## src/rtl/timer_ctrl.sv

```systemverilog
// timer_ctrl: Wishbone master that programs the SoC Timer, polls its CONTROL flag and reports expiries.
// Optional feature macro TIMER_CTRL_PERIODIC_EN adds periodic mode (CLR state); without it every expiry stops the timer.
module timer_ctrl #(
  parameter logic [31:0] BASE_ADDR   = 32'h0000_0000,
  parameter int          POLL_GAP    = 16,
  parameter int          ACK_TIMEOUT = 8
) (
  input  logic        clk,
  input  logic        rst,
  input  logic        start_i,
  input  logic        stop_i,
  input  logic [31:0] prescaler_i,
  input  logic [31:0] compare_i,
  input  logic        periodic_i,
  output logic        busy_o,
  output logic        expired_o,
  output logic [15:0] expire_cnt_o,
  output logic        err_o,
  output logic        wb_cyc_o,
  output logic        wb_stb_o,
  output logic        wb_we_o,
  output logic [3:0]  wb_sel_o,
  output logic [31:0] wb_adr_o,
  output logic [31:0] wb_dat_o,
  input  logic [31:0] wb_dat_i,
  input  logic        wb_ack_i
);

  localparam logic [31:0] ADR_CONTROL   = BASE_ADDR + 32'h0;
  localparam logic [31:0] ADR_COUNTER   = BASE_ADDR + 32'h4;
  localparam logic [31:0] ADR_PRESCALER = BASE_ADDR + 32'h8;
  localparam logic [31:0] ADR_COMPARE   = BASE_ADDR + 32'hC;

  // One counter serves both the poll gap and the read timeout; the two never overlap.
  localparam int              TICK_MAX = (POLL_GAP > ACK_TIMEOUT) ? POLL_GAP : ACK_TIMEOUT;
  localparam int              TW       = $clog2(TICK_MAX + 1);
  localparam logic [TW-1:0]   GAP_LAST = TW'(POLL_GAP - 1);
  localparam logic [TW-1:0]   TMO_LAST = TW'(ACK_TIMEOUT - 1);

  typedef enum logic [3:0] {
    IDLE, W_DIS, W_PSC, W_CMP, W_CNT, W_EN, GAP, RD, GUARD,
`ifdef TIMER_CTRL_PERIODIC_EN
    CLR,
`endif
    STOP
  } state_e;

  state_e        state_q, state_d;
  logic [TW-1:0] tick_q, tick_d;
  logic          pend_q, pend_d;
  logic [31:0]   psc_q, psc_d;
  logic [31:0]   cmp_q, cmp_d;
  logic          busy_q, busy_d;
  logic          expired_q, expired_d;
  logic [15:0]   cnt_q, cnt_d;
  logic          err_q, err_d;
  logic          cyc_q, cyc_d;
  logic          we_q, we_d;
  logic [31:0]   adr_q, adr_d;
  logic [31:0]   dat_q, dat_d;
  logic          stop_req;
  logic          bus_wr, bus_rd;

`ifdef TIMER_CTRL_PERIODIC_EN
  logic per_q, per_d;
  logic unused_dat;
  assign unused_dat = ^{wb_dat_i[31:2], wb_dat_i[0]};
`else
  logic unused_dat;
  assign unused_dat = ^{wb_dat_i[31:2], wb_dat_i[0], periodic_i};
`endif

  always_comb begin
    // NOTE: every variable gets a default before the case so no path can infer a latch.
    state_d   = state_q;
    tick_d    = tick_q + 1'b1;
    pend_d    = pend_q;
    psc_d     = psc_q;
    cmp_d     = cmp_q;
    cnt_d     = cnt_q;
    err_d     = err_q;
    expired_d = 1'b0;
`ifdef TIMER_CTRL_PERIODIC_EN
    per_d     = per_q;
`endif
    stop_req  = pend_q | stop_i;

    unique case (state_q)
      IDLE: begin
        if (start_i) begin
          state_d = W_DIS;
          psc_d   = prescaler_i;
          cmp_d   = compare_i;
          cnt_d   = '0;
          err_d   = 1'b0;
          pend_d  = 1'b0;
`ifdef TIMER_CTRL_PERIODIC_EN
          per_d   = periodic_i;
`endif
        end
      end
      W_DIS: state_d = stop_req ? STOP : W_PSC;
      W_PSC: state_d = stop_req ? STOP : W_CMP;
      W_CMP: state_d = stop_req ? STOP : W_CNT;
      W_CNT: state_d = stop_req ? STOP : W_EN;
      W_EN:  state_d = stop_req ? STOP : GAP;
      GAP: begin
        if (stop_req)               state_d = STOP;
        else if (tick_q == GAP_LAST) state_d = RD;
      end
      RD: begin
        if (wb_ack_i) begin
          // A pending stop lets the read finish but throws its result away.
          if (stop_req) begin
            state_d = STOP;
          end else if (wb_dat_i[1]) begin
            expired_d = 1'b1;
            if (cnt_q != 16'hFFFF) cnt_d = cnt_q + 16'd1;
`ifdef TIMER_CTRL_PERIODIC_EN
            state_d = per_q ? CLR : STOP;
`else
            state_d = STOP;
`endif
          end else begin
            state_d = GUARD;
          end
        end else if (tick_q == TMO_LAST) begin
          err_d   = 1'b1;
          state_d = STOP;
        end
      end
`ifdef TIMER_CTRL_PERIODIC_EN
      CLR:   state_d = stop_req ? STOP : GUARD;
`endif
      GUARD: state_d = stop_req ? STOP : GAP;
      STOP:  state_d = IDLE;
      default: state_d = IDLE;
    endcase

    if (state_d != state_q) tick_d = '0;
    if (state_d == STOP)
      pend_d = 1'b0;
    else if (stop_i && state_q != IDLE && state_d != IDLE)
      pend_d = 1'b1;

    // Bus outputs are registered, so they are decoded from the state being entered.
    bus_wr = 1'b0;
    bus_rd = 1'b0;
    adr_d  = '0;
    dat_d  = '0;
    case (state_d)
      W_DIS, STOP: begin bus_wr = 1'b1; adr_d = ADR_CONTROL;   dat_d = 32'h0;  end
      W_PSC:       begin bus_wr = 1'b1; adr_d = ADR_PRESCALER; dat_d = psc_d;  end
      W_CMP:       begin bus_wr = 1'b1; adr_d = ADR_COMPARE;   dat_d = cmp_d;  end
      W_CNT:       begin bus_wr = 1'b1; adr_d = ADR_COUNTER;   dat_d = 32'h0;  end
      W_EN:        begin bus_wr = 1'b1; adr_d = ADR_CONTROL;   dat_d = 32'h3;  end
`ifdef TIMER_CTRL_PERIODIC_EN
      CLR:         begin bus_wr = 1'b1; adr_d = ADR_CONTROL;   dat_d = 32'h3;  end
`endif
      RD:          begin bus_rd = 1'b1; adr_d = ADR_CONTROL;                   end
      default: ;
    endcase
    cyc_d  = bus_wr | bus_rd;
    we_d   = bus_wr;
    busy_d = (state_d != IDLE);
  end

  always_ff @(posedge clk) begin
    if (rst) begin
      state_q   <= IDLE;
      tick_q    <= '0;
      pend_q    <= 1'b0;
      psc_q     <= '0;
      cmp_q     <= '0;
      busy_q    <= 1'b0;
      expired_q <= 1'b0;
      cnt_q     <= '0;
      err_q     <= 1'b0;
      cyc_q     <= 1'b0;
      we_q      <= 1'b0;
      adr_q     <= '0;
      dat_q     <= '0;
`ifdef TIMER_CTRL_PERIODIC_EN
      per_q     <= 1'b0;
`endif
    end else begin
      // NOTE: non-blocking assignments so every flop samples pre-edge values regardless of order.
      state_q   <= state_d;
      tick_q    <= tick_d;
      pend_q    <= pend_d;
      psc_q     <= psc_d;
      cmp_q     <= cmp_d;
      busy_q    <= busy_d;
      expired_q <= expired_d;
      cnt_q     <= cnt_d;
      err_q     <= err_d;
      cyc_q     <= cyc_d;
      we_q      <= we_d;
      adr_q     <= adr_d;
      dat_q     <= dat_d;
`ifdef TIMER_CTRL_PERIODIC_EN
      per_q     <= per_d;
`endif
    end
  end

  assign busy_o       = busy_q;
  assign expired_o    = expired_q;
  assign expire_cnt_o = cnt_q;
  assign err_o        = err_q;
  assign wb_cyc_o     = cyc_q;
  assign wb_stb_o     = cyc_q;
  assign wb_we_o      = we_q;
  assign wb_sel_o     = {4{cyc_q}};
  assign wb_adr_o     = adr_q;
  assign wb_dat_o     = dat_q;

endmodule

```

## config.mk

```make
export PLATFORM = sky130hd
export DESIGN_NAME = timer_ctrl
export DESIGN_NICKNAME = d
export VERILOG_FILES = /design/src/rtl/timer_ctrl.sv
export SDC_FILE = /design/constraint.sdc
export NUM_CORES = 1
export LEC_CHECK = 0
export BUFFER_PORTS_ARGS = -buffer_cell sky130_fd_sc_hd__buf_2
export CAP_MARGIN = 30
export CORE_MARGIN = 5
export CORE_UTILIZATION = 45
export CTS_CLUSTER_DIAMETER = 60
export DETAILED_ROUTE_END_ITERATION = 12
export PLACE_DENSITY = 0.73
export SYNTH_ARGS = -nofsm -noshare
export SYNTH_HDL_FRONTEND = slang
export SYNTH_SLANG_ARGS = --single-unit
```

## constraint.sdc

```tcl
create_clock -name clk -period 3.1 [get_ports clk]
set_clock_uncertainty 0.05 [all_clocks]
set_input_delay 0.62 -clock clk [delete_from_list [all_inputs] [get_ports clk]]
set_output_delay 0.62 -clock clk [all_outputs]
set_load 0.02 [all_outputs]
```

==> flow_summary.ini, run 1 <==
[run_status]
status = finished clean

[routing]
wl_per_cell_microns = 13.4
firstDrtPassIters = 4
drc = 0
route.vias.total = 4666
final_antenna_net_count = 0
drtIter0Drc = 353
wl_mm = 12.5
vias_per_cell = 5.01

[sta]
finalSetupViolCount = 0
fin_crit_sh = 0.825
fin_crit_ns = 2.56
max_freq_mhz = 391
worst_slew_pin_slew_ns = 0.692
fin_ws_ns = 0.541
maxSlewViolCount = 0
maxSlewHeadroom = 0.537
hold_viol = 0
setup_tns_ns = 0
grt_setup_unrepaired = false

[global_routing]
track_usage = 0.177
grt_pass1_vias = 4287
grt_max_degree = 63
grt_overflow = 0
grt_antenna_before_repair = 0
grt_pass1_wl_mm = 20.5

[setup_path]
worstPathArrival_ns = 2.85
worstReg2RegStart = state_q[3]
cp-start-kind = register
end_kind = register
required_ns = 3.39
path_max_fanout = 25
critPathKind = register to register
setup.worst_path.start = state_q[3]
r2r_cells = 7

[placement]
dp.final_hpwl_mm = 8.29
dp_slack_ns = 0.534
gp_congestion = 0.824
dpl_cell_area_sq_mm = 0.00592
port_buffers = 129

[layout]
multi_input_area_sq_mm = 0.00235
syn2layout_area_growth_pct = 20.8
final_area_sq_mm = 0.00649
fill_cells = 1115
utilization = 0.547
antenna_cells = 0
seqCellArea_sq_mm = 0.00258
drive_gt1_frac = 0.234
final_nets = 877

[synthesis]
ys.flop_type = dfxtp_1
synth.distinct_cells = 51
synth_edf_count = 0
synth.cell_area_sq_mm = 0.00538
synth-seq-area-share = 0.480
synth_seq_cells = 129
yosysTopAreaCell = dfxtp_1
avgSynthCellArea_sq_um = 8.07
post-synth-top-count-cell = nand2_1
synth_top_area_frac = 0.480
synth_commonest_cells = nand2_1, dfxtp_1, a21oi_1, nor2_1, buf_4
synth_area_leaders = dfxtp_1, nand2_1, a21oi_1
yosys_warnings = 0
async_reset_ff_frac = 0
syn_inst = 666

[floorplan]
die_h_microns = 119
die_x_microns = 119
row_count = 40
start_util = 0.453
die_area_sq_mm = 0.0142
core_region_area_sq_mm = 0.0119
ios = 192

[power]
vdd_drop_max_mv = 0.359
powerDensity_mw_per_mm2 = 768
p_leak_nw = 2.71

[hold_path]
hold_depth = 2
min_from = rst
hold_class = input port to register

[clock_network]
clk_pin_slew_worst_paths_ns = 0.06
hold_buffers = 0
postCtsSetupBuffers = 0
cts-root-buf = clkbuf_16
cts_buffer_depth = 2
cts_buffers = 17
cts_tree = yes
cts_resized = 0
clock-sinks = 129
htree_num_levels = 4
clkLatencyLatePin_ns = 0.41

[job]
drv_cap = 0
-- flip-flops by register name, indices dropped and copies added (netlist names) --
register / count
state_q: 4
wb_adr_o: 2
wb_dat_o: 32
psc_q: 32
expire_cnt_o: 16
pend_q: 1
tick_q: 5
busy_o: 1
expired_o: 1
err_o: 1
cmp_q: 32
wb_we_o: 1
wb_cyc_o: 1
-- worst paths after layout --
path / slack [ns] / end
hold / removal: 0.38 / state_q[0]
setup / recovery: 0.54 / wb_dat_o[5]
hold reg to reg: 0.39 / tick_q[0]
setup reg to reg: 0.54 / wb_dat_o[5]
-- kinds of logic (layout without fill, tap and decap cells) --
logic type	Yosys count	count (layout)	synth area share
flops	129	129	0.480
compound gates	133	133	0.145
other cells	1	30	0.000698
buf+inv	91	181	0.104
mux	2	2	0.00372
fa+ha+maj	3	3	0.00698
xor+xnor	15	15	0.0244
simple gates	292	292	0.234
-- placed cells by master (no fill, tap or decap), types with 3 or more instances in the layout --
master     Yosys  routed
nand2_1      198     197
dfxtp_1      129     129
buf_2         12     129
a21oi_1       74      74
nor2_1        39      38
a31oi_1       31      31
conb_1         1      30
clkbuf_16      0      17
xnor2_1       12      12
o21ai_0       10      10
nor3_1        10      10
nand3_1       10      10
buf_4         38       9
inv_1          8       8
inv_6          0       5
nand3b_1       4       4
nor4_1         4       4
or2_2          3       3
xor2_1         3       3
nand4_1        3       3
or3_1          3       3
ha_1           3       3
clkinv_4       0       3
buf_12         0       3
-- power breakdown --
group          total (mW)  internal, mW  switching, mW  leakage, nW
logic                1.15         0.375          0.774         1.39
clock network        1.88          1.14          0.748        0.275
registers            1.95          1.84          0.110         1.05
-- final cells by class --
cell class | count | share of cell area
clock inverters | 13 | 0.0193
clock buffers | 19 | 0.0682
repair buffers | 141 | 0.119
flip-flops and latches | 129 | 0.398
inverters | 8 | 0.00463
multi-input cells | 475 | 0.363
well taps | 147 | 0.0283
-- layer usage --
metal / share of wire / up-vias / GRT usage
li1: - / 2361 / -
met3: 0.068 / 17 / 0.0446
met4: 0.019 / 0 / 0.0816
met5: 0 / - / 0
met1: 0.44 / 2153 / 0.224
met2: 0.47 / 135 / 0.284
-- stage by stage --
stage / total power [mW] / hold slack (ns) / std cells
6_report: 4.98 / 0.380 / 932
5_1_grt: 5.28 / 0.377 / 932
2_1_floorplan: 2.89 / 0.368 / 695
3_5_place_dp: 3.14 / 0.386 / 900
3_3_place_gp: 3.12 / 0.383 / 900
4_1_cts: 5.04 / 0.364 / 932
-- critical path, cell delays in order (launching register included) --
cell	delay, ns
dfxtp_1	0.70
nor2_1	0.12
nand3b_1	0.19
a211oi_1	0.51
or2_1	0.44
buf_12	0.23
nand2_1	0.08
a31oi_1	0.16
(Power assumes the default switching activity.)
==> run 2, diff against run 1 <==
==> constraint.sdc (replaced) <==
create_clock -name clk -period 2.6 [get_ports clk]
set_clock_uncertainty 0.05 [all_clocks]
set_input_delay 0.52 -clock clk [delete_from_list [all_inputs] [get_ports clk]]
set_output_delay 0.52 -clock clk [all_outputs]
set_load 0.02 [all_outputs]
==> run 2 against run 1 <==
Compared with the run above: register-to-register slack worse by 0.38 ns; combinational power up 30%; cell area up 2.9%; critical path depth up 4; clock-buffer cell count down 1; utilization up 1.6 points; via count up 2.0%; routed wire length up 3.7%; power up 27%; die area unchanged; largest power group is now the clock network; highest routed layer unchanged.
==> flow_summary.ini, run 2 (synthesized netlist as in run 1, its figures left out) <==
[run_status]
status = finished clean

[placement]
dp.final_hpwl_mm = 8.26
place_inst = 908
dpl_cell_area_sq_mm = 0.00597
gp_congestion = 0.857
port_buffers = 129

[setup_path]
path_max_fanout = 18
worstReg2RegStart = tick_q[0]
cp-start-kind = register
r2r_end = wb_dat_o[29]
end_kind = register
r2r_cells = 11
required_ns = 2.82
worstPathArrival_ns = 2.66
critPathKind = register to register
ff2ff_setup_slack_ns = 0.16

[layout]
drive_gt1_frac = 0.248
syn2layout_area_growth_pct = 24.3
utilization = 0.563
instances_no_fill = 942
final_nets = 887
final_area_sq_mm = 0.00668
layout_commonest_cell = nand2_1
antenna_cells = 0
final_cell_mix = nand2_1, dfxtp_1, buf_2, a21oi_1, nor2_1

[routing]
wl_per_cell_microns = 13.7
firstDrtPassIters = 5
drtIter0Drc = 414
final_antenna_net_count = 0
drc = 0
vias_per_cell = 5.05
wl_mm = 12.9
route.vias.total = 4759

[floorplan]
die_x_microns = 119
die_h_microns = 119
row_count = 40
core_region_area_sq_mm = 0.0119
start_util = 0.453
ios = 192
die_area_sq_mm = 0.0142

[clock_network]
cts_buffers = 17
cts-root-buf = clkbuf_16
cts_buffer_depth = 2
htree_num_levels = 4
clkLatencyLatePin_ns = 0.41
cts_tree = yes
clk_pin_slew_worst_paths_ns = 0.06
clock-sinks = 129

[sta]
setup_tns_ns = 0
fin_crit_ns = 2.44
finalSetupViolCount = 0
maxSlewViolCount = 0
fin_crit_sh = 0.939
worst_slew_pin_slew_ns = 0.612
hold_viol = 0
maxSlewHeadroom = 0.591
max_freq_mhz = 410

[global_routing]
grt_pass1_wl_mm = 20.9
track_usage = 0.181
grt_use_met2 = 0.301
busiest_layer = met2
grt_use_met1 = 0.217
use_met3 = 0.0503
grt_overflow = 0
grt_antenna_before_repair = 0
grt_pass1_vias = 4356
grt_max_degree = 65

[power]
pwr-share-comb = 0.236
p_seq_frac = 0.367
p_leak_nw = 2.80
power_switching_mw = 1.99
p_int_mw = 4.36
vdd_drop_max_mv = 0.482
powerDensity_mw_per_mm2 = 951
total_power_mw = 6.35
clkPwrFrac = 0.397
p_sw_frac = 0.313

[job]
drv_cap = 0

[hold_path]
hold_end = cmp_q[4]
min_from = compare_i[4]
hold_class = input port to register
hold_depth = 3
[run 2: cell count changes in the layout (fill, tap and decap cells not counted), sizes merged]
cell,previous run,this run
clkbuf,19,18
buf,141,150
bufinv,1,4
clkinv,5,3
nor2,39,40
[run 2: per-stage QoR]
step,hold WS [ns],setup slack [ns]
after floorplan,0.368,0.541
after global placement,0.384,-0.0124
after detailed placement,0.390,-0.0529
after CTS,0.276,0.0676
after global routing,0.275,-0.000251
final,0.294,0.159
[run 2: layer usage]
metal | routed length (microns) | part of all wire
met5 | 0 | 0
met4 | 291 | 0.023
met3 | 963 | 0.074
met2 | 6070 | 0.47
met1 | 5600 | 0.43
[run 2: worst max path at each step]
| stage | startpoint | endpoint | cells after the start |
|---|---|---|---|
| floorplan | tick_q[0] | wb_dat_o[24] | 11 |
| detailed placement | tick_q[0] | wb_dat_o[9] | 9 |
| CTS | tick_q[0] | wb_dat_o[29] | 11 |
| global placement | tick_q[0] | wb_we_o | 9 |
| finish | tick_q[0] | wb_dat_o[29] | 11 |
| global route | tick_q[0] | wb_dat_o[12] | 9 |
[run 2: what timing repair did]
action	4_1_cts	5_1_grt
hold buffers	0	0
endpoints found under the setup margin	33	27
endpoints found under the hold margin	0	0
buffers inserted	0	1
gates cloned	1	0
resized for setup	2	7
pin swaps	0	3
[run 2: worst max-delay path, cell delays in order (launching register included)]
cell       delay [ns]
dfxtp_1          0.32
ha_1             0.23
and3_1           0.20
ha_1             0.18
nand3b_1         0.15
o211ai_1         0.19
o2111ai_4        0.24
buf_6            0.18
or2_4            0.25
buf_12           0.16
nand2_1          0.08
a31oi_1          0.09
[run 2: power groups by stage]
| stage | Sequential, mW | Combinational (mW) | Clock (mW) |
|---|---|---|---|
| floorplan | 2.39 | 1.06 | 0 |
| global placement | 2.36 | 1.38 | 0 |
| detailed placement | 2.37 | 1.39 | 0 |
| CTS | 2.33 | 1.43 | 2.57 |
| global route | 2.36 | 1.65 | 2.67 |
| finish | 2.33 | 1.50 | 2.52 |
[run 2: area by class of cell]
| type | instances | area (sq um) |
|---|---|---|
| Fill cell | 1098 | 5180 |
| Sequential cell | 129 | 2580 |
| Multi-Input combinational cell | 476 | 2380 |
| Timing Repair Buffer | 150 | 861 |
| Clock buffer | 18 | 439 |
| Clock inverter | 14 | 201 |
| Tap cell | 147 | 184 |
| Inverter | 8 | 30.0 |
==> run 3, diff against run 2 <==
--- a/config.mk
+++ b/config.mk
@@ -5,13 +5,14 @@
 export SDC_FILE = /design/constraint.sdc
 export NUM_CORES = 1
 export LEC_CHECK = 0
+export ABC_AREA = 1
 export BUFFER_PORTS_ARGS = -buffer_cell sky130_fd_sc_hd__buf_2
 export CAP_MARGIN = 30
 export CORE_MARGIN = 5
-export CORE_UTILIZATION = 45
+export CORE_UTILIZATION = 25
+export CTS_BUF_LIST = sky130_fd_sc_hd__clkbuf_2 sky130_fd_sc_hd__clkbuf_4 sky130_fd_sc_hd__clkbuf_8
 export CTS_CLUSTER_DIAMETER = 60
 export DETAILED_ROUTE_END_ITERATION = 12
-export PLACE_DENSITY = 0.73
 export SYNTH_ARGS = -nofsm -noshare
 export SYNTH_HDL_FRONTEND = slang
 export SYNTH_SLANG_ARGS = --single-unit
==> run 3 against run 2 <==
Compared with the run above: worst setup slack better by 0.38 ns; combinational power is 14% lower; critical path depth is 2 lower; non-clock buffer count is 9 lower; first-iteration DRC count is 55% lower; critical path type unchanged.
==> flow_summary.ini, run 3 <==
[synthesis]
syn_inst = 688
avgSynthCellArea_sq_um = 8.13
synth_area_leaders = dfxtp_1, mux2i_1, nor2_1
yosysTopAreaCell = dfxtp_1
async_reset_ff_frac = 0
synth_edf_count = 0
yosys_warnings = 0
synth_commonest_cells = nor2_1, dfxtp_1, nand2_1, mux2i_1, inv_1
synth_top_area_frac = 0.462
synth-seq-area-share = 0.462
synth_seq_cells = 129
post-synth-top-count-cell = nor2_1
synth.cell_area_sq_mm = 0.00560
ys.flop_type = dfxtp_1
synth.distinct_cells = 39

[layout]
final_area_sq_mm = 0.00676
syn2layout_area_growth_pct = 20.8
layout_commonest_cell = nor2_1
utilization = 0.308
final_nets = 918
instances_no_fill = 1106
fill_cells = 2352
drive_gt1_frac = 0.231
antenna_cells = 0
multi_input_area_sq_mm = 0.00247
final_cell_mix = nor2_1, dfxtp_1, buf_2, nand2_1, mux2i_1
seqCellArea_sq_mm = 0.00258

[placement]
port_buffers = 129
gp_congestion = 0.853
place_inst = 1074
dpl_cell_area_sq_mm = 0.00641
dp.final_hpwl_mm = 10.5

[routing]
wl_mm = 14.8
vias_per_cell = 4.21
wl_per_cell_microns = 13.3
firstDrtPassIters = 4
final_antenna_net_count = 0
route.vias.total = 4659
drtIter0Drc = 186
drc = 0

[clock_network]
cts_tree = yes
htree_num_levels = 4
cts_buffer_depth = 2
clock-sinks = 129
cts_resized = 0
clk_pin_slew_worst_paths_ns = 0.08
clkLatencyLatePin_ns = 0.43
cts_buffers = 17
cts-root-buf = clkbuf_8
hold_buffers = 0
postCtsSetupBuffers = 0

[power]
vdd_drop_max_mv = 0.270
powerDensity_mw_per_mm2 = 748
p_leak_nw = 3.19

[setup_path]
critPathKind = register to register
ff2ff_setup_slack_ns = 0.54
worstReg2RegStart = expire_cnt_o[0]
end_kind = register
path_max_fanout = 19
r2r_end = expire_cnt_o[15]
worstPathArrival_ns = 2.30
required_ns = 2.84
r2r_cells = 9
setup.worst_path.start = expire_cnt_o[0]
cp-start-kind = register
crit_end = expire_cnt_o[15]

[global_routing]
grt_antenna_before_repair = 0
track_usage = 0.116
grt_overflow = 0
grt_max_degree = 76
grt_pass1_wl_mm = 24.0
grt_pass1_vias = 4565

[sta]
grt_setup_unrepaired = false
worst_slew_pin_slew_ns = 0.851
finalSetupViolCount = 0
setup_tns_ns = 0
max_freq_mhz = 485
maxSlewViolCount = 0
fin_crit_ns = 2.06
fin_crit_sh = 0.793
maxSlewHeadroom = 0.433
hold_viol = 0

[floorplan]
die_x_microns = 160
die_area_sq_mm = 0.0255
core_region_area_sq_mm = 0.0220
start_util = 0.255
row_count = 54
die_h_microns = 160
ios = 192

[hold_path]
hold_class = input port to register

[run_status]
status = finished clean

[job]
drv_cap = 0
run 3: cell count changes after synthesis, moves of 5 or more:
cell / delta
inv_1: +46
buf_2: -7
a21oi_1: -56
nand2_1: -118
nor2_1: +111
clkbuf_1: -11
mux2i_1: +58
buf_6: -5
a31oi_1: -31
o22ai_1: +30
nand3_1: +17
xnor2_1: -10
clkinv_1: +11
run 3: critical path, stage by stage, from the launching register on:
cell	delay (ns)
dfxtp_1	0.42
ha_1	0.26
nand2_1	0.10
nor3_2	0.35
nand4_1	0.15
nand2_1	0.11
buf_4	0.24
nor2_1	0.07
a21oi_1	0.12
nor2_1	0.05
run 3: cell type report:
| class | count | area share |
|---|---|---|
| well taps | 280 | 0.0519 |
| clock inverters | 12 | 0.0130 |
| multi-input cells | 457 | 0.366 |
| repair buffers | 141 | 0.112 |
| clock buffers | 20 | 0.0380 |
| inverters | 67 | 0.0376 |
| flip-flops and latches | 129 | 0.382 |
run 3: routing by layer:
metal  GRT usage  vias to the layer above  part of all wire
met5           0                        -                 0
met4      0.0375                        0             0.014
met3      0.0375                       13             0.058
met2       0.191                      109              0.48
met1       0.143                     2140              0.45
li1            -                     2397                 -
run 3: how the worst min path moves through the flow:
stage                            to  depth (start not counted)             from  slack, ns
final                     cmp_q[14]                          3    compare_i[14]       0.28
after global routing      psc_q[21]                          3  prescaler_i[21]       0.25
after CTS                  cmp_q[4]                          3     compare_i[4]       0.26
after detailed placement  tick_q[0]                          1        tick_q[0]       0.39
after global placement    tick_q[0]                          1        tick_q[0]       0.38
after floorplan           tick_q[0]                          1        tick_q[0]       0.37
run 3: where the power goes:
part	switching, mW	internal, mW
Clock	0.833	0.690
Combinational	0.835	0.458
Sequential	0.0778	2.16
run 3: logic make-up after synthesis:
group / count (synthesis) / synth area share
DFF: 129 / 0.462
and+or+nand+nor: 290 / 0.219
muxes: 60 / 0.107
AOI/OAI and AO/OA: 66 / 0.0693
buffers and inverters: 131 / 0.122
other: 1 / 0.000670
adders and majority gates: 3 / 0.00671
xor gates and xnor gates: 8 / 0.0139
run 3: stage by stage:
stage | total power [mW] | worst slack [ns] | hold slack (ns)
6_report | 5.05 | 0.537 | 0.284
4_1_cts | 5.14 | 0.505 | 0.257
5_1_grt | 5.40 | 0.233 | 0.249
3_5_place_dp | 3.59 | 0.310 | 0.388
2_1_floorplan | 3.34 | 0.747 | 0.368
3_3_place_gp | 3.56 | 0.274 | 0.382
